[src/rtl/sprite_sched_pkg.sv]
// Shared widths, the buffered register-write entry and the scheduler FSM states.
package sprite_sched_pkg;

    localparam int ADDR_W = 6;
    localparam int DATA_W = 16;

    typedef struct packed {
        logic [ADDR_W-1:0] addr;
        logic [DATA_W-1:0] data;
    } wr_entry_t;

    typedef enum logic [1:0] {
        ST_IDLE  = 2'd0,
        ST_WAIT  = 2'd1,
        ST_DRAIN = 2'd2
    } sched_state_t;

endpackage

[src/rtl/sprite_sched_fifo.sv]
// Circular buffer of pending sprite register writes; pop_dat shows the head combinationally.
// Pushes into a full FIFO and pops from an empty one are ignored, so nothing is overwritten or dropped.
module sprite_sched_fifo
    import sprite_sched_pkg::*;
#(
    parameter int DEPTH = 4
) (
    input  logic       clk,
    input  logic       rst_n,
    input  logic       push,
    input  wr_entry_t  push_dat,
    input  logic       pop,
    output wr_entry_t  pop_dat,
    output logic       full,
    output logic       empty,
    output logic [3:0] count
);

    localparam int               PTR_W   = $clog2(DEPTH);
    localparam logic [3:0]       DEPTH_C = 4'(DEPTH);
    localparam logic [PTR_W-1:0] PTR_ONE = PTR_W'(1);

    wr_entry_t        mem [DEPTH];
    logic [PTR_W-1:0] wr_ptr;
    logic [PTR_W-1:0] rd_ptr;
    logic             do_push;
    logic             do_pop;

    assign full    = (count == DEPTH_C);
    assign empty   = (count == 4'd0);
    assign do_push = push && !full;
    assign do_pop  = pop && !empty;
    assign pop_dat = mem[rd_ptr];

    always_ff @(posedge clk) begin
        if (!rst_n) begin
            wr_ptr <= '0;
            rd_ptr <= '0;
            count  <= 4'd0;
        end else begin
            if (do_push) wr_ptr <= wr_ptr + PTR_ONE;
            if (do_pop)  rd_ptr <= rd_ptr + PTR_ONE;
            case ({do_push, do_pop})
                2'b10:   count <= count + 4'd1;
                2'b01:   count <= count - 4'd1;
                default: count <= count;
            endcase
        end
    end

    // Storage needs no reset: entries are only read after being written.
    always_ff @(posedge clk) begin
        if (do_push) mem[wr_ptr] <= push_dat;
    end

endmodule

[src/rtl/sprite_reg_scheduler.sv]
// Round-robin CPU/animation register writes into a FIFO, drained one per cycle in vblank; eng_wr_* one cycle after pop.
// Ready only to the granted requester when not full; SPRITE_SCHED_FORCE_DRAIN_EN adds a force_drain input.
module sprite_reg_scheduler
    import sprite_sched_pkg::*;
#(
    parameter int FIFO_DEPTH = 4
) (
    input  logic              clk,
    input  logic              rst_n,
`ifdef SPRITE_SCHED_FORCE_DRAIN_EN
    input  logic              force_drain,
`endif
    input  logic              cpu_valid,
    output logic              cpu_ready,
    input  logic [ADDR_W-1:0] cpu_addr,
    input  logic [DATA_W-1:0] cpu_data,
    input  logic              anim_valid,
    output logic              anim_ready,
    input  logic [ADDR_W-1:0] anim_addr,
    input  logic [DATA_W-1:0] anim_data,
    input  logic              vblank,
    output logic              eng_wr_en,
    output logic [ADDR_W-1:0] eng_wr_addr,
    output logic [DATA_W-1:0] eng_wr_data,
    output logic [3:0]        pending,
    output logic              busy,
    output logic              overrun,
    input  logic              overrun_clr
);

    sched_state_t state;
    sched_state_t state_nxt;
    logic         last_grant_anim;
    logic         grant_cpu;
    logic         grant_anim;
    logic         push;
    logic         pop;
    wr_entry_t    push_entry;
    wr_entry_t    pop_entry;
    logic         fifo_full;
    logic         fifo_empty;
    logic [3:0]   fifo_count;
    logic         vblank_q;
    logic         drain_window;
    logic         edge_block;
    logic         overrun_set;

`ifdef SPRITE_SCHED_FORCE_DRAIN_EN
    assign drain_window = vblank || force_drain;
    assign edge_block   = force_drain;
`else
    assign drain_window = vblank;
    assign edge_block   = 1'b0;
`endif

    // Anim wins only when CPU is idle or CPU was served last; full is pre-pop.
    assign grant_cpu  = cpu_valid && (!anim_valid || last_grant_anim);
    assign grant_anim = anim_valid && !grant_cpu;
    assign cpu_ready  = rst_n && grant_cpu && !fifo_full;
    assign anim_ready = rst_n && grant_anim && !fifo_full;
    assign push       = (cpu_valid && cpu_ready) || (anim_valid && anim_ready);

    always_comb begin
        push_entry = '0;
        if (grant_cpu) begin
            push_entry.addr = cpu_addr;
            push_entry.data = cpu_data;
        end else begin
            push_entry.addr = anim_addr;
            push_entry.data = anim_data;
        end
    end

    always_ff @(posedge clk) begin
        if (!rst_n) begin
            last_grant_anim <= 1'b1;
        end else if (push) begin
            last_grant_anim <= grant_anim;
        end
    end

    sprite_sched_fifo #(
        .DEPTH (FIFO_DEPTH)
    ) u_fifo (
        .clk      (clk),
        .rst_n    (rst_n),
        .push     (push),
        .push_dat (push_entry),
        .pop      (pop),
        .pop_dat  (pop_entry),
        .full     (fifo_full),
        .empty    (fifo_empty),
        .count    (fifo_count)
    );

    always_ff @(posedge clk) begin
        if (!rst_n) begin
            state <= ST_IDLE;
        end else begin
            state <= state_nxt;
        end
    end

    always_comb begin
        state_nxt = state;
        pop       = 1'b0;
        unique case (state)
            ST_IDLE: begin
                if (push) state_nxt = drain_window ? ST_DRAIN : ST_WAIT;
            end
            ST_WAIT: begin
                if (drain_window) state_nxt = ST_DRAIN;
            end
            ST_DRAIN: begin
                pop = !fifo_empty;
                // A simultaneous push keeps the FIFO non-empty.
                if (pop && !push && fifo_count == 4'd1) begin
                    state_nxt = ST_IDLE;
                end else if (!drain_window) begin
                    state_nxt = ST_WAIT;
                end
            end
            default: state_nxt = ST_IDLE;
        endcase
    end

    always_ff @(posedge clk) begin
        if (!rst_n) begin
            eng_wr_en   <= 1'b0;
            eng_wr_addr <= '0;
            eng_wr_data <= '0;
        end else begin
            eng_wr_en <= pop;
            if (pop) begin
                eng_wr_addr <= pop_entry.addr;
                eng_wr_data <= pop_entry.data;
            end
        end
    end

    // Writes still queued when the raster re-enters the active area missed their frame.
    assign overrun_set = vblank_q && !vblank && !edge_block && !fifo_empty;

    always_ff @(posedge clk) begin
        if (!rst_n) begin
            vblank_q <= 1'b0;
            overrun  <= 1'b0;
        end else begin
            vblank_q <= vblank;
            if (overrun_set) begin
                overrun <= 1'b1;
            end else if (overrun_clr) begin
                overrun <= 1'b0;
            end
        end
    end

    assign pending = fifo_count;
    assign busy    = !fifo_empty;

endmodule

[config.mk]
export PLATFORM = sky130hd
export DESIGN_NAME = sprite_reg_scheduler
export DESIGN_NICKNAME = d
export VERILOG_FILES = /design/src/rtl/sprite_sched_pkg.sv /design/src/rtl/sprite_sched_fifo.sv /design/src/rtl/sprite_reg_scheduler.sv
export SDC_FILE = /design/constraint.sdc
export NUM_CORES = 1
export LEC_CHECK = 0
export CAP_MARGIN = 20
export CORE_AREA = 2 2 100 102
export CTS_CLUSTER_SIZE = 20
export DETAILED_ROUTE_END_ITERATION = 12
export DIE_AREA = 0 0 102 104
export GPL_ROUTABILITY_DRIVEN = 0
export HOLD_SLACK_MARGIN = 0.06
export PLACE_DENSITY_LB_ADDON = 0.25
export SLEW_MARGIN = 0
export SYNTH_ARGS = -nofsm -noshare
export SYNTH_HDL_FRONTEND = slang
export SYNTH_SLANG_ARGS = --single-unit
export TNS_END_PERCENT = 100
[constraint.sdc]
create_clock -name clk -period 3.1 [get_ports clk]
set_input_delay 0.465 -clock clk [delete_from_list [all_inputs] [get_ports clk]]
set_output_delay 0.465 -clock clk [all_outputs]
set_load 0.01 [all_outputs]
==> metrics, run 1 <==
fillcell total 659; synthesized instance count 275; most common cell after layout, fill and taps aside edfxtp_1; Tcrit/Tclk final 0.9190; Final Cell Area 6573 um^2; Antenna Cells 0; commonest cells after routing, fill and taps aside edfxtp_1 (88), clkdlybuf4s50_1 (80), dfxtp_1 (35), mux2_2 (22), a22o_1 (22); Die Ht 104 um; Relative slew margins 0.4144; Worst setup startpoint u_fifo.count[0]; crit-path max FO 7; ANT nets after route 0; Post-synth EDFFs 88; Register Area 3364 um^2; startpoint types flip-flop; CTS tree yes; worst setup margin 0.2511 ns; Max VDD drop 0.3662 mV; maximum clock path buffer count 2; die area 10610 um^2; CP Capture Type output pin; Total GRT Usage 0.1959; HP Class flip-flop to flip-flop; Setup TNS 0 ns; Seq/Total Area, Yosys 0.6838; placed cells 488; Hold Path Origin overrun; Overflow after GRT 0; Mapped Avg Cell Area 17.89 um^2; synth top area cells edfxtp_1 (54%), dfxtp_1 (15%), mux4_2 (7.8%); Slew Viols, Final 0; WP buf/inv 2; number of nets in the layout 436; share of the synthesized area in the top cell type 0.5373; Tightest Pin Transition 0.8784 ns; fin cells 524; slowest CP cell clkdlybuf4s50_1; Avg WL per Cell 18.75 um; FF-to-FF Start u_fifo.count[0]; CTS H-Tree Depth 4; CTS root buffer clkbuf_8; Tmin final 2.849 ns; status finished, final reports clean; drt pass-1 iters 4; CTS sink count 124; # rows 36; leakage power 2.290 nW; largest net degree at the start of global routing 26; dpl cell area 5897 um^2; clk slew on worst S/H paths 0.06 ns; fmax 351.0 MHz; RSZ-0062 raised after global routing no; first-pass GRT wire length 15280 um; Place WS 0.3820 ns; synth-to-layout area growth 33.63%; worst path cell trace inv_1, ha_1, nand3b_1, nand2_1, nor3b_1, clkdlybuf4s50_1; Worst-Skew Late Latency 0.51 ns; number of global-route vias before repair 2940; R2R setup slack 0.63 ns; combined area of the multi-input logic cells 1431 um^2; post-route clock skew 0.008531 ns; Final Hold Viols 0; # IOs 81; via count 2837; Async SR Flop Fraction 0; hpwl dp 5752 um; crit-path leading delay family buffers and inverters; pwr dens 682.4 nW/um^2; DRT iter0 DRCs 149; Die Width 102 um; Ys Warns 0; post-synthesis net count 333; Synth cell types 41; cell taking the most area after synthesis edfxtp_1; Inserted Clock Buffers 17; worst setup path class flip-flop to output pin; core area 9549 um^2; input/output buffers 80; Initial Utilization 0.5151; synthesis-stage register bit count 124; Worst Path Arrival 2.38 ns; WL final 9825 um; share of layout cells above drive strength 1 0.2481; hold_ws 0.4738 ns; post-CTS sizing 0; Synth Cell Area 4918 um^2; Critical Path RT 2.63 ns; Final Setup Violations 0; ys flop type edfxtp_1; initial antenna violation count 0; max-cap viol count 0; Max stage delay on crit path 0.57 ns; DR vias/cell 5.414; DRC violations left 0
-- cell families after synthesis --
group / count (synthesis) / synth area share
buffers and inverters: 22 / 0.02646
xor gates and xnor gates: 2 / 0.003562
muxes: 46 / 0.1590
AOI/OAI and AO/OA: 39 / 0.06181
adders and majority gates: 8 / 0.02035
and+or+nand+nor: 34 / 0.04503
DFF: 124 / 0.6838
-- worst paths after layout --
kind                     end  cells after the start
max               anim_ready                      6
min                  overrun                      2
max reg2reg  u_fifo.count[3]                     10
min reg2reg          overrun                      2
-- timing repair --
| action | 4_1_cts | 5_1_grt |
|---|---|---|
| endpoints found under the setup margin | 0 | 1 |
| buffers inserted | 0 | 4 |
| hold buffers | 0 | 0 |
-- metrics by stage --
stage,power [mW],utilization
after floorplan,2.195,-
after global placement,2.368,0.6175
after detailed placement,2.382,0.6175
after CTS,4.511,0.6851
after global routing,4.633,0.6883
final,4.485,0.6883
-- cells in the mapped netlist, types with 3 or more instances --
library cell,count
edfxtp_1,88
dfxtp_1,36
a22o_1,22
mux2_2,22
mux4_2,17
ha_1,8
inv_1,7
a21oi_1,6
and3_1,5
buf_2,5
mux4_1,5
nand2_1,5
nor2_1,5
o21ai_0,4
clkbuf_1,3
nand2b_1,3
-- worst min-delay path, stage by stage, from the launching register on --
cell	delay, ns
dfxtp_1	0.31
nand2b_1	0.06
a21oi_1	0.05
-- flip-flops by register name (all words and copies together) (netlist names) --
| signal | flops |
|---|---|
| eng_wr_addr | 6 |
| eng_wr_data | 16 |
| eng_wr_en | 1 |
| last_grant_anim | 1 |
| overrun | 1 |
| state | 2 |
| u_fifo.count | 4 |
| u_fifo.mem | 88 |
| u_fifo.rd_ptr | 2 |
| u_fifo.wr_ptr | 2 |
| vblank_q | 1 |
-- final cells by class --
cell class	instances	area share
Clock inverter	14	0.03312
Clock buffer	18	0.06511
Tap cell	133	0.02532
Inverter	9	0.005521
Timing Repair Buffer	97	0.1413
Multi-Input combinational cell	129	0.2178
Sequential cell	124	0.5119
-- report_power, final --
part	internal, mW	switching [mW]
logic	0.219	0.191
clock network	1.41	0.721
registers	1.90	0.0486
total	3.52	0.960
-- per-layer routing --
metal,routed length (um),vias up,share of wire,track usage
met5,0,-,0,0
met4,126,0,0.013,0.06857
met1,4139,1440,0.42,0.2515
met2,5052,80,0.51,0.3210
met3,507,11,0.052,0.05175
li1,-,1306,-,-
No activity file was read; power rests on OpenSTA's default activity.
==> run 2: changes to the inputs <==
- GPL_ROUTABILITY_DRIVEN: 0 -> not set
==> results of run 2 <==
The final DEF is identical to that of run 1; final timing and power are the same.
